<file path="src/rtl/alu_mem_seq_pkg.sv">
// alu_mem_seq_pkg: shared types and encodings for the ALU/memory command sequencer.
//   state_t      sequencer FSM states
//   cmd_t        packed command word, layout {op, mem_op, addr, a, b}
//   *_LSB/*_W    cmd_data field offsets and widths
//   OP_*/MEM_*   op and mem_op encodings
package alu_mem_seq_pkg;
    typedef enum logic [1:0] {IDLE, ISSUE, WAIT, RESP} state_t;
    localparam int CMD_W      = 28;
    localparam int OP_LSB     = 26;
    localparam int MEM_OP_LSB = 24;
    localparam int ADDR_LSB   = 16;
    localparam int A_LSB      = 8;
    localparam int B_LSB      = 0;
    localparam int OP_W       = 2;
    localparam int DATA_W     = 8;
    localparam logic [1:0] OP_ADD  = 2'b00;
    localparam logic [1:0] OP_SUB  = 2'b01;
    localparam logic [1:0] OP_MUL  = 2'b10;
    localparam logic [1:0] OP_DIV  = 2'b11;
    localparam logic [1:0] MEM_ALU = 2'b00;
    localparam logic [1:0] MEM_WR  = 2'b01;
    localparam logic [1:0] MEM_RD  = 2'b10;
    localparam logic [1:0] MEM_RSV = 2'b11;
    typedef struct packed {
        logic [OP_W-1:0]   op;
        logic [OP_W-1:0]   mem_op;
        logic [DATA_W-1:0] addr;
        logic [DATA_W-1:0] a;
        logic [DATA_W-1:0] b;
    } cmd_t;
endpackage

</file>
<file path="src/rtl/seq_cmd_fifo.sv">
// seq_cmd_fifo: DEPTH x W synchronous FIFO with combinational head output.
//   clk, rst (sync, active-low) | push, din: write when not full | pop: advance when not empty
//   dout: current head entry | full, empty: occupancy flags
module seq_cmd_fifo #(
    parameter int DEPTH = 4,
    parameter int W     = 28
) (
    input  logic         clk,
    input  logic         rst,
    input  logic         push,
    input  logic         pop,
    input  logic [W-1:0] din,
    output logic [W-1:0] dout,
    output logic         full,
    output logic         empty
);
    localparam int AW = $clog2(DEPTH);
    localparam logic [AW:0] FULL_CNT = DEPTH[AW:0];
    logic [W-1:0]  mem [DEPTH];
    logic [AW-1:0] wr_ptr, rd_ptr;
    logic [AW:0]   count;
    logic          push_ok, pop_ok;
    assign full    = count == FULL_CNT;
    assign empty   = count == '0;
    assign push_ok = push && !full;
    assign pop_ok  = pop && !empty;
    assign dout    = mem[rd_ptr];
    always_ff @(posedge clk) begin
        if (!rst) begin
            wr_ptr <= '0;
            rd_ptr <= '0;
            count  <= '0;
        end else begin
            if (push_ok) begin
                mem[wr_ptr] <= din;
                wr_ptr      <= wr_ptr + 1'b1;
            end
            if (pop_ok) rd_ptr <= rd_ptr + 1'b1;
            count <= count + (AW+1)'(push_ok) - (AW+1)'(pop_ok);
        end
    end
endmodule

</file>
<file path="src/rtl/alu_mem_cmd_sequencer.sv">
// alu_mem_cmd_sequencer: queues commands and issues them one at a time to the ALU/memory unit.
//   clk, rst (sync, active-low)
//   cmd_valid/cmd_ready/cmd_data : command input {op, mem_op, addr, a, b}
//   start, op, mem_op, addr, in_a, in_b, write_data : unit issue port (operands held between issues)
//   result, error, done          : unit completion port
//   rsp_valid/rsp_ready, rsp_result, rsp_error, rsp_timeout : response port
//   Optional macro SEQ_STATS_EN adds stat_done / stat_err saturating counters of accepted responses.
module alu_mem_cmd_sequencer
    import alu_mem_seq_pkg::*;
#(
    parameter int DEPTH   = 4,
    parameter int TIMEOUT = 16
) (
    input  logic        clk,
    input  logic        rst,
    input  logic        cmd_valid,
    output logic        cmd_ready,
    input  logic [27:0] cmd_data,
    output logic        start,
    output logic [1:0]  op,
    output logic [1:0]  mem_op,
    output logic [7:0]  addr,
    output logic [7:0]  in_a,
    output logic [7:0]  in_b,
    output logic [7:0]  write_data,
    input  logic [15:0] result,
    input  logic        error,
    input  logic        done,
    output logic        rsp_valid,
    input  logic        rsp_ready,
    output logic [15:0] rsp_result,
    output logic        rsp_error,
    output logic        rsp_timeout
`ifdef SEQ_STATS_EN
    ,
    output logic [15:0] stat_done,
    output logic [15:0] stat_err
`endif
);
    localparam int TW = $clog2(TIMEOUT + 1);
    localparam logic [TW-1:0] TMAX = TIMEOUT[TW-1:0];
    state_t        state, state_nxt;
    cmd_t          head;
    logic          empty, full, pop;
    logic [TW-1:0] timer;
    logic          rsv;
    assign cmd_ready  = !full;
    assign write_data = in_b;
    assign rsv        = mem_op == MEM_RSV;
    seq_cmd_fifo #(.DEPTH(DEPTH), .W(CMD_W)) u_fifo (
        .clk   (clk),
        .rst   (rst),
        .push  (cmd_valid && cmd_ready),
        .pop   (pop),
        .din   (cmd_data),
        .dout  (head),
        .full  (full),
        .empty (empty)
    );
    always_ff @(posedge clk) begin
        if (!rst) state <= IDLE;
        else      state <= state_nxt;
    end
    always_comb begin
        state_nxt = state;
        pop       = 1'b0;
        start     = 1'b0;
        rsp_valid = 1'b0;
        case (state)
            IDLE: begin
                pop       = !empty;
                state_nxt = empty ? IDLE : ISSUE;
            end
            ISSUE: begin
                start     = !rsv;
                state_nxt = rsv ? RESP : WAIT;
            end
            WAIT: state_nxt = (done || timer == TMAX) ? RESP : WAIT;
            RESP: begin
                rsp_valid = 1'b1;
                state_nxt = rsp_ready ? IDLE : RESP;
            end
            default: state_nxt = IDLE;
        endcase
    end
    // Operands load only on pop, so they hold through WAIT/RESP/IDLE.
    // done has priority over the watchdog when both land in the same WAIT cycle.
    always_ff @(posedge clk) begin
        if (!rst) begin
            {op, mem_op, addr, in_a, in_b} <= '0;
            timer       <= '0;
            rsp_result  <= '0;
            rsp_error   <= 1'b0;
            rsp_timeout <= 1'b0;
        end else begin
            if (pop) {op, mem_op, addr, in_a, in_b} <= head;
            if (state == ISSUE) begin
                timer <= TW'(1);
                if (rsv) {rsp_result, rsp_error, rsp_timeout} <= {16'h0, 1'b1, 1'b0};
            end
            if (state == WAIT) begin
                timer <= timer + 1'b1;
                if (done)               {rsp_result, rsp_error, rsp_timeout} <= {result, error, 1'b0};
                else if (timer == TMAX) {rsp_result, rsp_error, rsp_timeout} <= {16'h0, 1'b1, 1'b1};
            end
        end
    end
`ifdef SEQ_STATS_EN
    always_ff @(posedge clk) begin
        if (!rst) begin
            stat_done <= '0;
            stat_err  <= '0;
        end else if (rsp_valid && rsp_ready) begin
            stat_done <= stat_done + 16'(stat_done != 16'hFFFF);
            stat_err  <= stat_err + 16'(rsp_error && stat_err != 16'hFFFF);
        end
    end
`endif
endmodule

</file>
<file path="config.mk">
export PLATFORM = sky130hd
export DESIGN_NAME = alu_mem_cmd_sequencer
export DESIGN_NICKNAME = d
export VERILOG_FILES = /design/src/rtl/alu_mem_seq_pkg.sv /design/src/rtl/seq_cmd_fifo.sv /design/src/rtl/alu_mem_cmd_sequencer.sv
export SDC_FILE = /design/constraint.sdc
export NUM_CORES = 1
export LEC_CHECK = 0
export ABC_AREA = 1
export BUFFER_PORTS_ARGS = -buffer_cell sky130_fd_sc_hd__buf_2
export CAP_MARGIN = 30
export CORE_MARGIN = 3
export CORE_UTILIZATION = 50
export DETAILED_ROUTE_END_ITERATION = 8
export MAX_ROUTING_LAYER = met4
export PLACE_DENSITY = 0.68
export SLEW_MARGIN = 5
export SYNTH_ARGS = -nofsm -noshare
export SYNTH_HDL_FRONTEND = slang
export SYNTH_SLANG_ARGS = --single-unit
</file>
<file path="constraint.sdc">
create_clock -name clk -period 3.3 [get_ports clk]
set_input_delay 0.33 -clock clk [delete_from_list [all_inputs] [get_ports clk]]
set_output_delay 0.33 -clock clk [all_outputs]
set_load 0.01 [all_outputs]
</file>
==> out/results.tsv, run 1 <==
stage	metric	value	unit
critical_path	Worst Setup End Kind	register	
synthesis	Yosys top cell area share	0.459	
flow_run	max-cap viol count	0	
clock_tree	CTS Buf Count	17	
sta	Rel. slew slack	0.417	
pwr	Leak Pwr	0.00386	µW
clock_tree	CTS tree	done	
clock_tree	post-CTS sizing	0	
sta	Worst Skew	0.00634	ns
clock_tree	clock slew at reported path FFs	0.07	ns
critical_path	WP data arrival	2.17	ns
global_route	total track usage	0.186	
pwr	maximum VDD drop	0.000682	V
routing	Vias/cell	4.58	
synthesis	#FFs+latches synth	172	
clock_tree	Root Driver	clkbuf_16	
finish	Layout area overhead	15.6	%
synthesis	most frequent cell after synthesis	nand2_1	
die	# IOs	107	
routing	Detail Route Antenna Nets	0	
placed_design	Final Wtd Congestion	0.741	
global_route	largest net degree at the start of global routing	85	
critical_path	critical path startpoint category	register	
routing	1st-pass router iterations	4	
pwr	Power Density	811	nW/µm²
routing	# DRC	0	
clock_tree	Post-CTS Setup Bufs	0	
routing	via count	5047	
global_route	antenna violations before repair	0	
worst_hold_path	Worst Hold Class	input port to register	
critical_path	cells on worst reg2reg path	6	
die	Initial Util	0.520	
routing	post-DR wirelength/cell	12.3	µm
sta	Max Fclk	472	MHz
global_route	first-pass GRT wire length	23100	µm
synthesis	Synth area leaders	edfxtp_1 (46%), dfxtp_1 (16%), nand2_1 (12%)	
synthesis	Synth Instances	822	
global_route	GRT Residual Overflow	0	
placed_design	placed instance area	7930	µm²
synthesis	sequential cell area fraction in the yosys report	0.623	
finish	final net count	973	
routing	initial drt markers	301	
clock_tree	CTS Hold Bufs	0	
placed_design	PortBufs	106	
clock_tree	H-tree levels	4	
clock_tree	CTS sink cnt	172	
sta	Final min period	2.12	ns
critical_path	Worst Path Class, Setup	register to register	
clock_tree	Skew-Pair Late Insertion Delay	0.43	ns
synthesis	ys async rst share	0	
sta	setup TNS	0	ns
worst_hold_path	hold-critical path depth	1	
finish	layout cell share with drive strength beyond 1	0.167	
critical_path	Worst Path Max Fanout	28	
synthesis	Synth area leader	edfxtp_1	
synthesis	Mapped Area	7330	µm²
synthesis	Mean Syn Cell Area	8.92	µm²
routing	Routed WL	13600	µm
finish	fillers	1232	
synthesis	Top FF cell, synth	edfxtp_1	
global_route	number of global-route vias before repair	4796	
die	area of the die	16200	µm²
die	std cell rows	43	
sta	post-route clock period utilization	0.642	
clock_tree	CTS Buffer Depth	2	
run_status	status	finished, final reports clean	
synthesis	synth unique cells	23	
critical_path	CP required	3.35	ns
die	CORE AREA	14100	µm²
synthesis	Yosys warning count	0	
die	Die X	127	µm
die	Die Y	127	µm
sta	Final Setup Violations	0	
finish	final instance area	8480	µm²
synthesis	Post-synth EDFFs	112	
sta	Max Slew Vio Count	0	
placed_design	Detailed Place HPWL	8460	µm
sta	Slew @ Worst Pin	0.873	ns
synthesis	Post-synth top cells	nand2_1 (225), nor2_1 (188), edfxtp_1 (112)	
sta	Final Hold Viols	0	
synthesis	syn nets	886	
sta	RSZ-0062 raised after global routing	no	
-- report_power, final --
group	switching [µW]	internal, µW	total [µW]
sequential	214	2630	2840
clock	818	1030	1850
combinational	1400	786	2180
total	2430	4450	6880
-- flip-flops by register name (all words and copies together), names as in the netlist --
register,count
u_fifo.rd_ptr,2
mem_op,2
u_fifo.wr_ptr,2
in_a,8
timer,5
rsp_error,1
addr,8
rsp_result,16
rsp_timeout,1
u_fifo.mem,112
in_b,8
state,2
op,2
u_fifo.count,3
-- through the flow --
stage / util / worst slack (ns) / power (µW) / cells / hold WS [ns]
6_report: 0.601 / 1.18 / 6880 / 1103 / 0.121
5_1_grt: 0.601 / 0.999 / 7430 / 1102 / 0.110
4_1_cts: 0.601 / 1.14 / 6950 / 1102 / 0.102
3_5_place_dp: 0.562 / 1.17 / 5090 / 1070 / 0.460
3_3_place_gp: 0.560 / 1.23 / 5020 / 1069 / 0.456
2_1_floorplan: - / 0.867 / 4540 / 822 / 0.429
-- cells in the final DEF, fill, tap and decap left out, types with 2 or more instances in the layout --
cell type	netlist	layout
a21oi_1	20	20
buf_2	14	106
buf_4	17	3
clkbuf_16	0	17
clkinv_1	0	3
clkinv_2	0	3
clkinv_4	0	4
dfxtp_1	60	59
edfxtp_1	112	112
ha_1	13	13
inv_1	109	109
inv_2	7	7
nand2_1	225	225
nand2_2	2	2
nand3_1	23	23
nand4_1	2	2
nor2_1	188	184
nor2_4	0	4
nor3_1	4	4
o21ai_0	7	7
xor2_1	3	3
-- cells by family (layout without fill, tap and decap cells) --
logic type      Yosys count  count (layout)  share of synthesized area
fa+ha+maj                14              14                     0.0249
simple gates            445             445                      0.235
xor+xnor                  3               3                    0.00358
flops                   172             172                      0.623
buf+inv                 158             258                     0.0930
other cells               0               1                          0
compound gates           30              30                     0.0213
-- path summary, 6_finish.rpt --
kind | from | end | slack (ns)
worst max-delay path | u_fifo.count[1]$_SDFF_PN0_ | u_fifo.mem[3][23]$_DFFE_PP_ | 1.18
worst min-delay path | cmd_data[0] | u_fifo.mem[1][0]$_DFFE_PP_ | 0.12
worst max register to register | u_fifo.count[1]$_SDFF_PN0_ | u_fifo.mem[3][23]$_DFFE_PP_ | 1.18
worst min register to register | rsp_timeout$_SDFF_PN0_ | rsp_timeout$_SDFF_PN0_ | 0.47
-- critical path, stage by stage (launching register included) --
cell and delay, ns:
dfxtp_1 0.36, inv_2 0.07, nand3_1 0.11, nand2_1 0.10, inv_1 0.12, nand2_1 0.23
nor2_4 0.74
-- layer usage --
metal  track usage  share of wire
met5             -              0
met1         0.243           0.48
met3        0.0506          0.047
met2         0.291           0.46
met4        0.0467          0.011
-- area by class of cell --
type	instances	area, µm²	share of cell area
multi-input combinational	492	2120	0.250
sequential	172	4570	0.539
tap	180	225	0.0266
antenna	1	2.50	0.000295
clock inverter	15	124	0.0146
inverter	116	435	0.0514
timing repair buffer	110	581	0.0685
clock buffer	17	425	0.0502
No activity file was read; power rests on OpenSTA's default activity.
==> inputs of run 2 (changes only) <==
==> constraint.sdc (replaced) <==
create_clock -name clk -period 2.15 [get_ports clk]
set_input_delay 0.215 -clock clk [delete_from_list [all_inputs] [get_ports clk]]
set_output_delay 0.215 -clock clk [all_outputs]
set_load 0.01 [all_outputs]
==> out/results.tsv, run 2 (synthesis gave the netlist of run 1 again) <==
stage	metric	value	unit
clock_tree	H-tree levels	4	
global_route	first-pass GRT wire length	23300	µm
pwr	maximum VDD drop	0.000674	V
global_route	met3 Usage GRT	0.0485	
critical_path	Worst Setup End Kind	register	
clock_tree	Skew-Pair Late Insertion Delay	0.42	ns
global_route	total track usage	0.190	
routing	# DRC	0	
sta	Max Fclk	513	MHz
placed_design	PortBufs	106	
global_route	met1 Track Usage GR	0.242	
run_status	status	finished, final reports clean	
routing	via count	5188	
placed_design	Detailed Place HPWL	8690	µm
die	Die Y	127	µm
sta	final worst slack	0.201	ns
critical_path	Worst Path Max Fanout	4	
finish	number of flip-flops in the largest register	112	
global_route	number of global-route vias before repair	4730	
pwr	Int Power	7090	µW
pwr	Power Density	1220	nW/µm²
global_route	antenna violations before repair	0	
sta	Final min period	1.95	ns
flow_run	max-cap viol count	0	
finish	largest registers	u_fifo.mem (112), rsp_result (16)	
finish	Largest Register	u_fifo.mem	
sta	setup TNS	0	ns
routing	1st-pass router iterations	5	
clock_tree	CTS Buf Count	17	
finish	most frequent cells in the layout	nand2_1 (225), nor2_1 (184), edfxtp_1 (112)	
placed_design	placed instance area	8040	µm²
die	area of the die	16200	µm²
critical_path	CP required	2.43	ns
sta	post-route clock period utilization	0.907	
sta	RSZ-0062 raised after global routing	no	
finish	Ant. Diodes	0	
die	# IOs	107	
placed_design	Final Wtd Congestion	0.745	
clock_tree	clock slew at reported path FFs	0.06	ns
routing	initial drt markers	280	
clock_tree	CTS sink cnt	172	
worst_hold_path	Worst Hold Class	input port to register	
routing	Vias/cell	4.58	
die	Initial Util	0.520	
die	std cell rows	43	
sta	Rel. slew slack	0.584	
pwr	Sequential Power Share	0.403	
critical_path	Worst Path Class, Setup	register to register	
pwr	total power	10800	µW
sta	Final Setup Violations	0	
pwr	Switching Fraction	0.345	
pwr	power share of the clock group	0.281	
finish	layout cell share with drive strength beyond 1	0.178	
routing	Routed WL	14100	µm
die	Die X	127	µm
die	CORE AREA	14100	µm²
global_route	largest net degree at the start of global routing	59	
clock_tree	Root Driver	clkbuf_16	
critical_path	critical path startpoint category	register	
critical_path	cells on worst reg2reg path	10	
worst_hold_path	hold-critical path depth	1	
routing	Detail Route Antenna Nets	0	
global_route	GRT Residual Overflow	0	
clock_tree	CTS Buffer Depth	2	
global_route	met2 usage	0.303	
pwr	Leak Pwr	0.00402	µW
clock_tree	CTS tree	done	
clock_tree	Post-CTS Setup Bufs	0	
critical_path	WP data arrival	2.23	ns
sta	Slew @ Worst Pin	0.625	ns
sta	Worst Skew	0.00894	ns
sta	hold slack	0.0213	ns
placed_design	dpl ws	0.164	ns
finish	final instance area	8840	µm²
global_route	busiest grt layer	met2	
finish	final net count	1003	
pwr	combinational share of power	0.316	
pwr	Psw	3730	µW
finish	Layout area overhead	20.5	%
finish	most common cell after layout, fill and taps aside	nand2_1	
sta	Final Hold Viols	0	
routing	post-DR wirelength/cell	12.5	µm
sta	Max Slew Vio Count	0	
## run 2: metal layers
layer	share of wire	up-vias
li1	-	2752
met1	0.47	2272
met2	0.47	153
met3	0.054	11
met4	0.0099	0
met5	0	-
## run 2: power groups by stage
stage | sequential (µW) | clock, µW | combinational (µW)
global placement | 4410 | 0 | 3380
global route | 4440 | 3250 | 3950
CTS | 4360 | 3130 | 3470
finish | 4360 | 3040 | 3420
detailed placement | 4430 | 0 | 3400
floorplan | 4480 | 0 | 2500
## run 2: path summary, 6_finish.rpt
kind	startpoint	endpoint	slack, ns
min	cmd_data[9]	u_fifo.mem[1][9]$_DFFE_PP_	0.02
min reg2reg	rsp_timeout$_SDFF_PN0_	rsp_timeout$_SDFF_PN0_	0.47
max	state[0]$_SDFF_PN0_	u_fifo.count[2]$_SDFF_PN0_	0.20
max reg2reg	state[0]$_SDFF_PN0_	u_fifo.count[2]$_SDFF_PN0_	0.20
## run 2: what timing repair did
item / 4_1_cts / 5_1_grt
setup endpoints to repair: 0 / 1
endpoints found under the hold margin: 77 / 0
hold buffers: 20 / 0
resized for setup: 0 / 3
## run 2: worst max-delay path, cell delays in order, from the launching register on
cell and delay, ns:
dfxtp_2 0.36, inv_1 0.08, ha_2 0.20, nand2_2 0.07
inv_2 0.04, ha_1 0.26, inv_1 0.04, ha_1 0.18
fa_1 0.37, xor2_1 0.16, nor2_1 0.05
## run 2: cell type report
cell class | count | area, µm²
flip-flops and latches | 172 | 4570
well taps | 180 | 225
clock inverters | 12 | 134
inverters | 116 | 435
repair buffers | 140 | 898
multi-input cells | 492 | 2120
fillers | 1191 | 5260
clock buffers | 20 | 457
## run 2: metrics by stage
stage,cells,utilization
2_1_floorplan,822,-
3_3_place_gp,1080,0.571
3_5_place_dp,1080,0.571
4_1_cts,1132,0.627
5_1_grt,1132,0.627
6_report,1132,0.627
==> inputs of run 3 (changes only) <==
--- a/config.mk
+++ b/config.mk
@@ -9,10 +9,12 @@
 export BUFFER_PORTS_ARGS = -buffer_cell sky130_fd_sc_hd__buf_2
 export CAP_MARGIN = 30
 export CORE_MARGIN = 3
-export CORE_UTILIZATION = 50
+export CORE_UTILIZATION = 57
+export CTS_CLUSTER_SIZE = 10
 export DETAILED_ROUTE_END_ITERATION = 8
+export HOLD_SLACK_MARGIN = 0.08
 export MAX_ROUTING_LAYER = met4
-export PLACE_DENSITY = 0.68
+export PLACE_DENSITY = 0.77
 export SLEW_MARGIN = 5
 export SYNTH_ARGS = -nofsm -noshare
 export SYNTH_HDL_FRONTEND = slang
==> out/results.tsv, run 3 (synthesis gave the netlist of run 1 again) <==
stage	metric	value	unit
run_status	status	finished, final reports clean	
global_route	met2 usage	0.373	
sta	Slew @ Worst Pin	0.634	ns
clock_tree	CTS sink cnt	172	
finish	fillers	893	
global_route	met1 Track Usage GR	0.271	
critical_path	Worst Path Class, Setup	register to register	
pwr	combinational share of power	0.320	
die	Die Y	119	µm
routing	via count	5398	
pwr	Power Density	1210	nW/µm²
finish	most common cell after layout, fill and taps aside	nand2_1	
critical_path	Worst Path Max Fanout	4	
clock_tree	CTS Buffer Depth	2	
finish	final net count	1026	
pwr	Int Power	7230	µW
pwr	Psw	3720	µW
pwr	Switching Fraction	0.340	
worst_hold_path	Worst Hold Class	input port to register	
global_route	first-pass GRT wire length	24700	µm
die	Initial Util	0.596	
clock_tree	CTS Buf Count	17	
clock_tree	Skew-Pair Late Insertion Delay	0.43	ns
routing	initial drt markers	350	
routing	Vias/cell	4.72	
routing	1st-pass router iterations	4	
clock_tree	H-tree levels	4	
finish	Layout area overhead	23.4	%
finish	Non-Filler Instances	1143	
global_route	GRT Residual Overflow	0	
critical_path	WP buf/inv	3	
sta	Final min period	2.00	ns
sta	Max Slew Vio Count	0	
sta	Max Fclk	501	MHz
sta	post-route clock period utilization	0.928	
flow_run	max-cap viol count	0	
sta	Rel. slew slack	0.577	
clock_tree	Post-CTS Setup Bufs	0	
finish	post-layout util	0.735	
finish	layout cell share with drive strength beyond 1	0.170	
critical_path	Slowest cell on crit path	fa_1	
die	# IOs	107	
finish	Largest Register	u_fifo.mem	
global_route	antenna violations before repair	0	
pwr	Leak Pwr	0.00412	µW
clock_tree	clock slew at reported path FFs	0.06	ns
die	area of the die	14300	µm²
finish	Ant. Diodes	0	
die	CORE AREA	12300	µm²
global_route	busiest grt layer	met2	
critical_path	largest stage delay on the critical path	0.37	ns
sta	RSZ-0062 raised after global routing	no	
clock_tree	CTS tree	done	
routing	Detail Route Antenna Nets	0	
pwr	maximum VDD drop	0.000891	V
placed_design	Final Wtd Congestion	0.797	
critical_path	CP required	2.44	ns
placed_design	Detailed Place HPWL	8530	µm
critical_path	critical path startpoint category	register	
critical_path	Worst Setup End Kind	register	
global_route	largest net degree at the start of global routing	70	
finish	most frequent cells in the layout	nand2_1 (225), nor2_1 (184), edfxtp_1 (112)	
clock_tree	Root Driver	clkbuf_16	
routing	# DRC	0	
critical_path	most frequent CP cell	ha_1	
critical_path	CP top delay family	adder cells	
routing	post-DR wirelength/cell	12.8	µm
global_route	met3 Usage GRT	0.0537	
sta	Final Hold Viols	0	
critical_path	critical path cell sequence	inv_1 > ha_1 > nand2_2 > inv_2 > ha_1 > inv_1 > ha_1 > fa_1 > xor2_1 > nor2_1	
routing	Routed WL	14700	µm
die	Die X	119	µm
placed_design	PortBufs	106	
finish	number of flip-flops in the largest register	112	
die	std cell rows	40	
sta	Final Setup Violations	0	
finish	largest registers	u_fifo.mem (112), rsp_result (16)	
placed_design	placed cell count	1067	
critical_path	WP data arrival	2.28	ns
sta	Worst Skew	0.0119	ns
global_route	number of global-route vias before repair	5378	
pwr	Sequential Power Share	0.395	
pwr	power share of the clock group	0.285	
global_route	total track usage	0.226	
[run 3: cell types whose count changed in the layout (fill, tap and decap cells not counted), sizes merged]
cell,before,now
dlygate4sd3,20,44
inv,120,117
clkbuf,20,22
buf,120,119
bufinv,2,3
clkinv,4,3
clkinvlp,2,3
[run 3: layer usage]
layer  vias to the layer above  wire [µm]
li1                       2800          -
met1                      2421       6360
met2                       151       7210
met3                        26        830
met4                         0        264
met5                         -          0
[run 3: worst register-to-register path, cell delays in order (launching register included)]
cell and delay, ns:
dfxtp_2 0.35, inv_1 0.09, ha_1 0.23, nand2_2 0.09, inv_2 0.04, ha_1 0.26, inv_1 0.04, ha_1 0.18
fa_1 0.37, xor2_1 0.17, nor2_1 0.05
[run 3: timing repair]
| action | CTS | global route |
|---|---|---|
| setup endpoints to repair | 0 | 1 |
| hold buffers | 44 | 0 |
| endpoints found under the hold margin | 128 | 0 |
| gates resized for setup | 0 | 2 |
[run 3: cell type report]
type | count | area, µm² | share of cell area
clock buffers | 22 | 474 | 0.0524
clock inverters | 10 | 138 | 0.0152
inverters | 116 | 435 | 0.0481
multi-input cells | 492 | 2120 | 0.234
flip-flops and latches | 172 | 4570 | 0.505
well taps | 168 | 210 | 0.0232
repair buffers | 163 | 1110 | 0.122
[run 3: final timing paths]
path | from | to | depth (start not counted) | slack (ns)
worst max-delay path | state[1]$_SDFF_PN0_ | u_fifo.count[2]$_SDFF_PN0_ | 10 | 0.15
worst min-delay path | error | rsp_error$_SDFF_PN0_ | 5 | 0.15
worst max register to register | state[1]$_SDFF_PN0_ | u_fifo.count[2]$_SDFF_PN0_ | 10 | 0.15
worst min register to register | rsp_timeout$_SDFF_PN0_ | rsp_timeout$_SDFF_PN0_ | 2 | 0.47
[run 3: metrics by stage]
stage	hold slack (ns)	setup TNS, ns	setup WS (ns)	cell area (µm²)	total power, µW
floorplan	0.314	-31.73	-0.283	7330	6970
global placement	0.430	0	0.174	8000	7730
global route	0.168	0	0.0183	9050	11800
CTS	0.110	0	0.0914	9050	11000
detailed placement	0.432	0	0.115	8000	7800
finish	0.147	0	0.155	9050	10900
[run 3: power groups by stage]
stage | clock (µW) | combinational, µW | sequential, µW
detailed placement | 0 | 3420 | 4390
finish | 3120 | 3500 | 4330
global placement | 0 | 3360 | 4370
global route | 3320 | 4060 | 4390
floorplan | 0 | 2500 | 4480
CTS | 3180 | 3530 | 4320
